File: config.mk
export PLATFORM = sky130hd
export DESIGN_NAME = master_interface_flat
export DESIGN_NICKNAME = d
export VERILOG_FILES = /design/src/rtl/master_interface_pkg.sv /design/src/rtl/master_interface_if.sv /design/src/rtl/master_interface.sv /design/src/flat_wrapper.sv
export SDC_FILE = /design/constraint.sdc
export NUM_CORES = 1
export LEC_CHECK = 0
export CAP_MARGIN = 20
export CORE_AREA = 2 2 133 103
export DETAILED_ROUTE_END_ITERATION = 7
export DIE_AREA = 0 0 135 105
export PLACE_DENSITY = 0.85
export SYNTH_ARGS = -nofsm -noshare
export SYNTH_HDL_FRONTEND = slang
export SYNTH_SLANG_ARGS = --single-unit
File: constraint.sdc
create_clock -name ACLK -period 8.7 [get_ports ACLK]
set_input_delay 1.74 -clock ACLK [delete_from_list [all_inputs] [get_ports ACLK]]
set_output_delay 1.74 -clock ACLK [all_outputs]
set_load 0.02 [all_outputs]
File: src/rtl/master_interface_pkg.sv
// Shared definitions for the master_interface block and its companion
// slave_interface: default bus width, register-file geometry and the
// state encodings of every FSM on both sides of the bus.
package master_interface_pkg;

  localparam int REG_WIDTH_DEF = 32;
  localparam int REG_DEPTH     = 16;
  localparam int IDX_W         = 4;

  // Master read / write FSMs
  typedef enum logic [1:0] {R_IDLE, R_ADDR, R_DATA} m_rd_state_e;
  typedef enum logic [1:0] {W_IDLE, W_XFER, W_RESP} m_wr_state_e;

  // Slave read / write FSMs
  typedef enum logic {SR_IDLE, SR_DATA} s_rd_state_e;
  typedef enum logic {SW_IDLE, SW_RESP} s_wr_state_e;

endpackage

File: src/rtl/master_interface_if.sv
// Bus bundle between master_interface and slave_interface: read address,
// read data, write address, write data and write response channels.
// Modports:
//   master - drives ARADDR/ARVALID/RREADY/AWADDR/AWVALID/WDATA/WVALID/BREADY
//   slave  - drives ARREADY/RDATA/RVALID/AWREADY/WREADY/BVALID
interface master_interface_if #(
  parameter int REG_WIDTH = master_interface_pkg::REG_WIDTH_DEF
);
  import master_interface_pkg::*;

  logic [REG_WIDTH-1:0] ARADDR;
  logic                 ARVALID;
  logic                 ARREADY;
  logic [REG_WIDTH-1:0] RDATA;
  logic                 RVALID;
  logic                 RREADY;
  logic [REG_WIDTH-1:0] AWADDR;
  logic                 AWVALID;
  logic                 AWREADY;
  logic [REG_WIDTH-1:0] WDATA;
  logic                 WVALID;
  logic                 WREADY;
  logic                 BVALID;
  logic                 BREADY;

  modport master (
    output ARADDR, ARVALID, RREADY, AWADDR, AWVALID, WDATA, WVALID, BREADY,
    input  ARREADY, RDATA, RVALID, AWREADY, WREADY, BVALID
  );

  modport slave (
    input  ARADDR, ARVALID, RREADY, AWADDR, AWVALID, WDATA, WVALID, BREADY,
    output ARREADY, RDATA, RVALID, AWREADY, WREADY, BVALID
  );

endinterface

File: src/rtl/master_interface.sv
// Bus master: turns simple module-side read and write requests into
// handshaked channel transactions. The read and write FSMs are fully
// independent and may run concurrently.
// Ports:
//   ACLK, ARESETN            - clock (rising edge), async active-high reset
//   MOD_2_M_RRQST/RADDR      - read request and address
//   M_2_MOD_RDATA            - data of the last completed read (held)
//   MOD_2_M_WARQST/WADDR     - write address request
//   MOD_2_M_WRQST/WDATA      - write data request
//   M_2_MOD_WRESULT          - one-cycle pulse when a write response arrives
//   bus                      - master side of master_interface_if
module master_interface
  import master_interface_pkg::*;
#(
  parameter int REG_WIDTH = REG_WIDTH_DEF
) (
  input  logic                 ACLK,
  input  logic                 ARESETN,
  input  logic                 MOD_2_M_RRQST,
  input  logic [REG_WIDTH-1:0] MOD_2_M_RADDR,
  output logic [REG_WIDTH-1:0] M_2_MOD_RDATA,
  input  logic                 MOD_2_M_WARQST,
  input  logic [REG_WIDTH-1:0] MOD_2_M_WADDR,
  input  logic                 MOD_2_M_WRQST,
  input  logic [REG_WIDTH-1:0] MOD_2_M_WDATA,
  output logic                 M_2_MOD_WRESULT,
  master_interface_if.master   bus
);

  m_rd_state_e          r_state_q, r_state_n;
  logic [REG_WIDTH-1:0] araddr_q, araddr_n;
  logic                 arvalid_q, arvalid_n;
  logic                 rready_q, rready_n;
  logic [REG_WIDTH-1:0] rdata_q, rdata_n;

  m_wr_state_e          w_state_q, w_state_n;
  logic [REG_WIDTH-1:0] awaddr_q, awaddr_n;
  logic                 awvalid_q, awvalid_n;
  logic [REG_WIDTH-1:0] wdata_q, wdata_n;
  logic                 wvalid_q, wvalid_n;
  logic                 bready_q, bready_n;
  logic                 wresult_q, wresult_n;

  assign bus.ARADDR      = araddr_q;
  assign bus.ARVALID     = arvalid_q;
  assign bus.RREADY      = rready_q;
  assign bus.AWADDR      = awaddr_q;
  assign bus.AWVALID     = awvalid_q;
  assign bus.WDATA       = wdata_q;
  assign bus.WVALID      = wvalid_q;
  assign bus.BREADY      = bready_q;
  assign M_2_MOD_RDATA   = rdata_q;
  assign M_2_MOD_WRESULT = wresult_q;

  always_comb begin
    r_state_n = r_state_q;
    araddr_n  = araddr_q;
    arvalid_n = arvalid_q;
    rready_n  = rready_q;
    rdata_n   = rdata_q;
    unique case (r_state_q)
      R_IDLE: begin
        if (MOD_2_M_RRQST) begin
          araddr_n  = MOD_2_M_RADDR;
          arvalid_n = 1'b1;
          r_state_n = R_ADDR;
        end
      end
      R_ADDR: begin
        if (arvalid_q && bus.ARREADY) begin
          arvalid_n = 1'b0;
          rready_n  = 1'b1;
          r_state_n = R_DATA;
        end
      end
      R_DATA: begin
        if (rready_q && bus.RVALID) begin
          rdata_n   = bus.RDATA;
          rready_n  = 1'b0;
          r_state_n = R_IDLE;
        end
      end
      default: r_state_n = R_IDLE;
    endcase
  end

  // Address and data channels retire independently; the response phase
  // starts only once both valids have been accepted.
  always_comb begin
    w_state_n = w_state_q;
    awaddr_n  = awaddr_q;
    awvalid_n = awvalid_q;
    wdata_n   = wdata_q;
    wvalid_n  = wvalid_q;
    bready_n  = bready_q;
    wresult_n = 1'b0;
    unique case (w_state_q)
      W_IDLE: begin
        if (MOD_2_M_WARQST && MOD_2_M_WRQST) begin
          awaddr_n  = MOD_2_M_WADDR;
          wdata_n   = MOD_2_M_WDATA;
          awvalid_n = 1'b1;
          wvalid_n  = 1'b1;
          w_state_n = W_XFER;
        end
      end
      W_XFER: begin
        if (awvalid_q && bus.AWREADY) awvalid_n = 1'b0;
        if (wvalid_q && bus.WREADY)   wvalid_n  = 1'b0;
        if (!awvalid_n && !wvalid_n) begin
          bready_n  = 1'b1;
          w_state_n = W_RESP;
        end
      end
      W_RESP: begin
        if (bready_q && bus.BVALID) begin
          bready_n  = 1'b0;
          wresult_n = 1'b1;
          w_state_n = W_IDLE;
        end
      end
      default: w_state_n = W_IDLE;
    endcase
  end

  always_ff @(posedge ACLK or posedge ARESETN) begin
    if (ARESETN) begin
      r_state_q <= R_IDLE;
      araddr_q  <= '0;
      arvalid_q <= 1'b0;
      rready_q  <= 1'b0;
      rdata_q   <= '0;
      w_state_q <= W_IDLE;
      awaddr_q  <= '0;
      awvalid_q <= 1'b0;
      wdata_q   <= '0;
      wvalid_q  <= 1'b0;
      bready_q  <= 1'b0;
      wresult_q <= 1'b0;
    end else begin
      r_state_q <= r_state_n;
      araddr_q  <= araddr_n;
      arvalid_q <= arvalid_n;
      rready_q  <= rready_n;
      rdata_q   <= rdata_n;
      w_state_q <= w_state_n;
      awaddr_q  <= awaddr_n;
      awvalid_q <= awvalid_n;
      wdata_q   <= wdata_n;
      wvalid_q  <= wvalid_n;
      bready_q  <= bready_n;
      wresult_q <= wresult_n;
    end
  end

endmodule

File: src/flat_wrapper.sv
// flat-port wrapper written by rule: the top's interface ports become plain ports
module master_interface_flat import master_interface_pkg::*;
#(
  parameter int REG_WIDTH = REG_WIDTH_DEF
)
  (ACLK, ARESETN, MOD_2_M_RRQST, MOD_2_M_RADDR, M_2_MOD_RDATA, MOD_2_M_WARQST, MOD_2_M_WADDR, MOD_2_M_WRQST, MOD_2_M_WDATA, M_2_MOD_WRESULT, bus_ARADDR, bus_ARVALID, bus_RREADY, bus_AWADDR, bus_AWVALID, bus_WDATA, bus_WVALID, bus_BREADY, bus_ARREADY, bus_RDATA, bus_RVALID, bus_AWREADY, bus_WREADY, bus_BVALID);
  master_interface_if #(.REG_WIDTH(REG_WIDTH)) bus_i ();
  input  logic ACLK;
  input  logic ARESETN;
  input  logic MOD_2_M_RRQST;
  input  logic [REG_WIDTH-1:0] MOD_2_M_RADDR;
  output logic [REG_WIDTH-1:0] M_2_MOD_RDATA;
  input  logic MOD_2_M_WARQST;
  input  logic [REG_WIDTH-1:0] MOD_2_M_WADDR;
  input  logic MOD_2_M_WRQST;
  input  logic [REG_WIDTH-1:0] MOD_2_M_WDATA;
  output logic M_2_MOD_WRESULT;
  output wire logic [$bits(bus_i.ARADDR)-1:0] bus_ARADDR;
  output wire logic [$bits(bus_i.ARVALID)-1:0] bus_ARVALID;
  output wire logic [$bits(bus_i.RREADY)-1:0] bus_RREADY;
  output wire logic [$bits(bus_i.AWADDR)-1:0] bus_AWADDR;
  output wire logic [$bits(bus_i.AWVALID)-1:0] bus_AWVALID;
  output wire logic [$bits(bus_i.WDATA)-1:0] bus_WDATA;
  output wire logic [$bits(bus_i.WVALID)-1:0] bus_WVALID;
  output wire logic [$bits(bus_i.BREADY)-1:0] bus_BREADY;
  input wire logic [$bits(bus_i.ARREADY)-1:0] bus_ARREADY;
  input wire logic [$bits(bus_i.RDATA)-1:0] bus_RDATA;
  input wire logic [$bits(bus_i.RVALID)-1:0] bus_RVALID;
  input wire logic [$bits(bus_i.AWREADY)-1:0] bus_AWREADY;
  input wire logic [$bits(bus_i.WREADY)-1:0] bus_WREADY;
  input wire logic [$bits(bus_i.BVALID)-1:0] bus_BVALID;
  assign bus_ARADDR = bus_i.ARADDR;
  assign bus_ARVALID = bus_i.ARVALID;
  assign bus_RREADY = bus_i.RREADY;
  assign bus_AWADDR = bus_i.AWADDR;
  assign bus_AWVALID = bus_i.AWVALID;
  assign bus_WDATA = bus_i.WDATA;
  assign bus_WVALID = bus_i.WVALID;
  assign bus_BREADY = bus_i.BREADY;
  assign bus_i.ARREADY = bus_ARREADY;
  assign bus_i.RDATA = bus_RDATA;
  assign bus_i.RVALID = bus_RVALID;
  assign bus_i.AWREADY = bus_AWREADY;
  assign bus_i.WREADY = bus_WREADY;
  assign bus_i.BVALID = bus_BVALID;
  master_interface #(.REG_WIDTH(REG_WIDTH)) u_core (.ACLK(ACLK), .ARESETN(ARESETN), .MOD_2_M_RRQST(MOD_2_M_RRQST), .MOD_2_M_RADDR(MOD_2_M_RADDR), .M_2_MOD_RDATA(M_2_MOD_RDATA), .MOD_2_M_WARQST(MOD_2_M_WARQST), .MOD_2_M_WADDR(MOD_2_M_WADDR), .MOD_2_M_WRQST(MOD_2_M_WRQST), .MOD_2_M_WDATA(MOD_2_M_WDATA), .M_2_MOD_WRESULT(M_2_MOD_WRESULT), .bus(bus_i));
endmodule
==> Word level (Yosys, flattened, before mapping) <==
Cells that the tools add are included.
{ "op_classes": {"n_addsub": 0, "n_mul": 0, "n_div": 0, "magnitude_cmp": 0, "eq_ne": 10, "shifts": 0, "n_mux": 26, "n_bitwise": 0, "reduce_logical": 24} }
{ "op_table": {"columns": ["operator", "n"], "rows": [
  ["AND reduction 3 bit", 5],
  ["2-to-1 mux 1 bit", 13],
  ["2-to-1 mux 2 bit", 6],
  ["case mux 2 bit (3 select lines)", 2],
  ["!= test 2 x 1 -> 1 bit, second input constant", 5],
  ["case mux 1 bit (2 select lines)", 5],
  ["AND reduction 2 bit", 4],
  ["nonzero test 2 bit", 4],
  ["logical AND 1 bit", 7],
  ["== test 2 x 1 -> 1 bit, second input constant", 2],
  ["== test 2 bit, second input constant", 2],
  ["logical NOT 2 bit", 2],
  ["logical NOT 1 bit", 2],
  ["!= test 2 bit, second input constant", 1]
]} }
{ "totals": {"register_bits": 138, "latchBits": 0, "ramBits": 0, "romBits": 0, "inputBits": 138, "output_inout_bits": 134, "memories": 0} }

==> Logic depth before layout (Yosys ltp) <==
{ "depth": {"ltp_word": 7, "ltp_mapped": 8, "ltp_nobuf": 6} }

==> Worst setup path before layout <==
No wires, ideal clock.
{ "synth_path": {"path_kind": "input port to flip-flop", "from": "input port MOD_2_M_WARQST", "to": "register u_core.awaddr_q[0] (netlist: u_core.bus.AWADDR[0])", "arrival_ps": 2594, "t_required_ps": 8575, "path_slack_ps": 5981, "path_stages": 5, "path_buffers": 3, "path_cell_list": "and3_1 -> clkbuf_2 -> buf_6 -> buf_6 -> mux2_4"} }
{ "synth_between": {"elab_chain_cells": 2} }
{ "synth_lines": {"columns": ["element", "line_no", "text"], "rows": [
  ["from (decl)", "flat_wrapper.sv:13", "input logic MOD_2_M_WARQST;"],
  ["logical AND 1 bit", "master_interface.sv:99", "if (MOD_2_M_WARQST && MOD_2_M_WRQST) begin"],
  ["AND reduction 2 bit (no source line)", null, null],
  ["to (signal assigned)", "master_interface.sv:147", "awaddr_q <= awaddr_n;"],
  ["to (decl)", "master_interface.sv:37", "logic [REG_WIDTH-1:0] awaddr_q, awaddr_n;"]
]} }
Every way passes these cells.
A chain may end at the register's enable or synchronous reset.

==> Final worst setup path <==
{ "layout_path": {"from": "input port MOD_2_M_WARQST", "to": "register u_core.wdata_q[10] (netlist: u_core.bus.WDATA[10])"} }
{ "layout_between": {"elab_chain_cells": 2} }
{ "layout_lines": {"columns": ["element", "line_no", "text"], "rows": [
  ["logical AND 1 bit", "master_interface.sv:99", null],
  ["AND reduction 2 bit (no source line)", null, null],
  ["to (signal assigned)", "master_interface.sv:149", "wdata_q <= wdata_n;"],
  ["to (decl)", "master_interface.sv:39", "logic [REG_WIDTH-1:0] wdata_q, wdata_n;"]
]} }
Every way passes these cells.

==> flow_summary.json <==
{
  "hold_path.class": "reg -> reg",
  "p_int_mw": 2.37,
  "cts_hold_buf": 0,
  "sw_frac_of_total": 0.337,
  "worstPathArrival_ns": 3.58,
  "crit_fanout": 67,
  "grt_pass1_vias": 4175,
  "tns_ns": 0,
  "power_mw": 3.58,
  "synth_area_sq_mm": 0.00544,
  "synth_commonest_cells": "138 x dfrtp_1, 104 x mux2_2, 27 x mux2_4",
  "grt_max_degree": 71,
  "critPathKind": "in -> reg",
  "cts_tree": "done",
  "fmax_mhz": 304,
  "overflow": 0,
  "dp_hpwl_mm": 10.4,
  "area_growth_pct": 63.7,
  "p_clk_frac": 0.204,
  "cts_root_buffer": "clkbuf_16",
  "syn_nets": 478,
  "routed_via_density": 4.74,
  "drive_gt1_frac": 0.271,
  "power_density_mw_per_mm2": 402,
  "antenna_found_initial": 0,
  "dr_total_vias": 3758,
  "setup_viol": 0,
  "synthFlopType": "dfrtp_1",
  "combPwrFrac": 0.473,
  "stdcell_area_sq_mm": 0.00890,
  "grt_pass1_wl_mm": 22.3,
  "htree_levels": 4,
  "dpl_cell_area_sq_mm": 0.00830,
  "globalplace.congestion": 0.785,
  "cts_buffer_depth": 2,
  "start_util": 0.425,
  "rows": 36,
  "cp_num_buf_inv": 1,
  "ys_seq_elements": 138,
  "ys_types": 19,
  "dp_slack_ns": 5.00,
  "critical-path-max-stage-delay_ns": 0.86,
  "grt_usage": 0.206,
  "ioPinCount": 272,
  "endpoint_kind": "flop",
  "ys_seq_area_frac": 0.635,
  "synthTopCellsByArea": "dfrtp_1 63%, mux2_2 22%, mux2_4 7.5%",
  "hold_slack_ns": 0.503,
  "cp.depth": 3,
  "tightest_slew_ns": 1.04,
  "finalCoreUtilization": 0.696,
  "die_h_microns": 105,
  "final_cells": 792,
  "fin_ws_ns": 5.41,
  "cp_slowest_cell": "and3_4",
  "cp_top_family": "simple AND/OR/NAND/NOR gates",
  "relSlewSlack": 0.309,
  "die_area_sq_mm": 0.0142,
  "cp-start-kind": "input port",
  "cts_sinks": 138,
  "synth_area_leader_cell": "dfrtp_1",
  "dp.cells": 762,
  "first_iter_violations": 136,
  "pwr-share-seq": 0.323,
  "vdd_ir_drop_max_mv": 0.257,
  "portBuffers": 271,
  "drt_pre_antenna_iters": 4,
  "fin_skew_ns": 0.0113,
  "yosysMostFrequentCell": "dfrtp_1",
  "ant_nets": 0,
  "crit_required_ns": 8.99,
  "period_minus_slack_ns": 3.29,
  "core_sq_mm": 0.0128,
  "post_cts_buffers": 0,
  "drv_slew": 0,
  "yosys_warnings": 0,
  "outcome": "finished, final reports clean",
  "syn_area_per_cell_sq_um": 16.4,
  "path_clk_slew_ns": 0.06,
  "avgRoutedWirePerCell_microns": 17.9,
  "switchingPower_mw": 1.20,
  "wl_mm": 14.2,
  "cts_resized": 0,
  "worstSkewPairLatency_ns": 0.41,
  "fin_nets": 757,
  "max_cap_violations": 0,
  "numCtsBuffers": 17,
  "die_x_microns": 135,
  "worstRegToRegCells": 4,
  "period_share": 0.378,
  "synth_enable_flop_cells": 0,
  "synth_top_area_frac": 0.635,
  "rsz0062_at_grt": "false",
  "ys_async_sr_fraction": 1.00,
  "p_leak_nw": 3.79,
  "num_antenna_cells": 0,
  "path_cells": "clkdlybuf4s50_1, and3_4, mux2_2",
  "hold_depth": 1,
  "synthCells": 331,
  "drc": 0,
  "hold_viol_final": 0
}
state kept, by name, indices dropped and copies added (netlist names):
name	flops
u_core.bus.WVALID	1
u_core.bus.AWVALID	1
u_core.bus.ARVALID	1
u_core.bus.AWADDR	32
u_core.bus.RREADY	1
u_core.r_state_q	2
u_core.bus.ARADDR	32
u_core.M_2_MOD_WRESULT	1
u_core.w_state_q	2
u_core.bus.BREADY	1
u_core.M_2_MOD_RDATA	32
u_core.bus.WDATA	32
power groups by stage:
stage / combinational (mW) / clock (mW) / sequential (mW)
6_report: 1.69 / 0.731 / 1.15
5_1_grt: 1.78 / 0.780 / 1.20
4_1_cts: 1.71 / 0.747 / 1.16
3_5_place_dp: 1.70 / 0 / 1.16
3_3_place_gp: 1.66 / 0 / 1.14
2_1_floorplan: 0.488 / 0 / 1.53
kinds of logic (layout without fill, tap and decap cells):
logic type	count (synthesis)	after routing	synth area share
flops	138	138	0.635
mux	131	131	0.290
buf+inv	21	311	0.0223
simple gates	20	20	0.0170
compound gates	12	12	0.0152
fa+ha+maj	9	9	0.0207
path summary, 6_finish.rpt:
kind | startpoint | endpoint | slack, ns
setup / recovery | MOD_2_M_WARQST | u_core.bus.WDATA[10] | 5.41
setup reg to reg | u_core.w_state_q[1] | u_core.bus.WDATA[10] | 6.53
max in group asynchronous | ARESETN | u_core.bus.AWADDR[14] | 5.53
hold / removal | u_core.bus.ARADDR[27] | u_core.bus.ARADDR[27] | 0.50
hold reg to reg | u_core.bus.ARADDR[27] | u_core.bus.ARADDR[27] | 0.50
min in group asynchronous | ARESETN | u_core.bus.WDATA[31] | 1.79
routing by layer:
metal	vias up	GRT usage	wire (microns)	part of all wire
met5	-	0	0	0
met4	0	0.0915	245	0.017
met3	18	0.0733	1160	0.082
met2	171	0.358	7420	0.52
met1	1860	0.227	5320	0.38
li1	1709	-	-	-
worst register-to-register path: stages (launching register included):
cell and delay, ns:
dfrtp_1 0.39, inv_1 0.11, ha_1 0.19, and3_4 0.86, mux2_2 0.50
layout make-up:
cell class | count | area [sq um]
fill | 853 | 3890
sequential | 138 | 3450
timing repair buffer | 274 | 2740
multi-input combinational | 172 | 1870
clock buffer | 22 | 484
tap | 171 | 214
clock inverter | 8 | 118
inverter | 7 | 31.3
layout by cell type (no fill, tap or decap), types with 2 or more instances in the layout:
master,synthesis,routed
bufinv_16,0,3
clkbuf_16,0,17
a21oi_1,3,3
clkdlybuf4s50_1,0,271
o21ai_0,4,4
buf_4,0,3
a21bo_2,2,2
dfrtp_1,138,138
nor2b_1,3,3
mux2_2,104,104
clkinv_2,0,4
clkbuf_8,0,4
nand3_1,4,4
nor2_1,2,2
inv_1,7,6
mux2_4,27,27
ha_1,9,9
nand2_1,9,9
No activity file was read; power rests on OpenSTA's default activity.
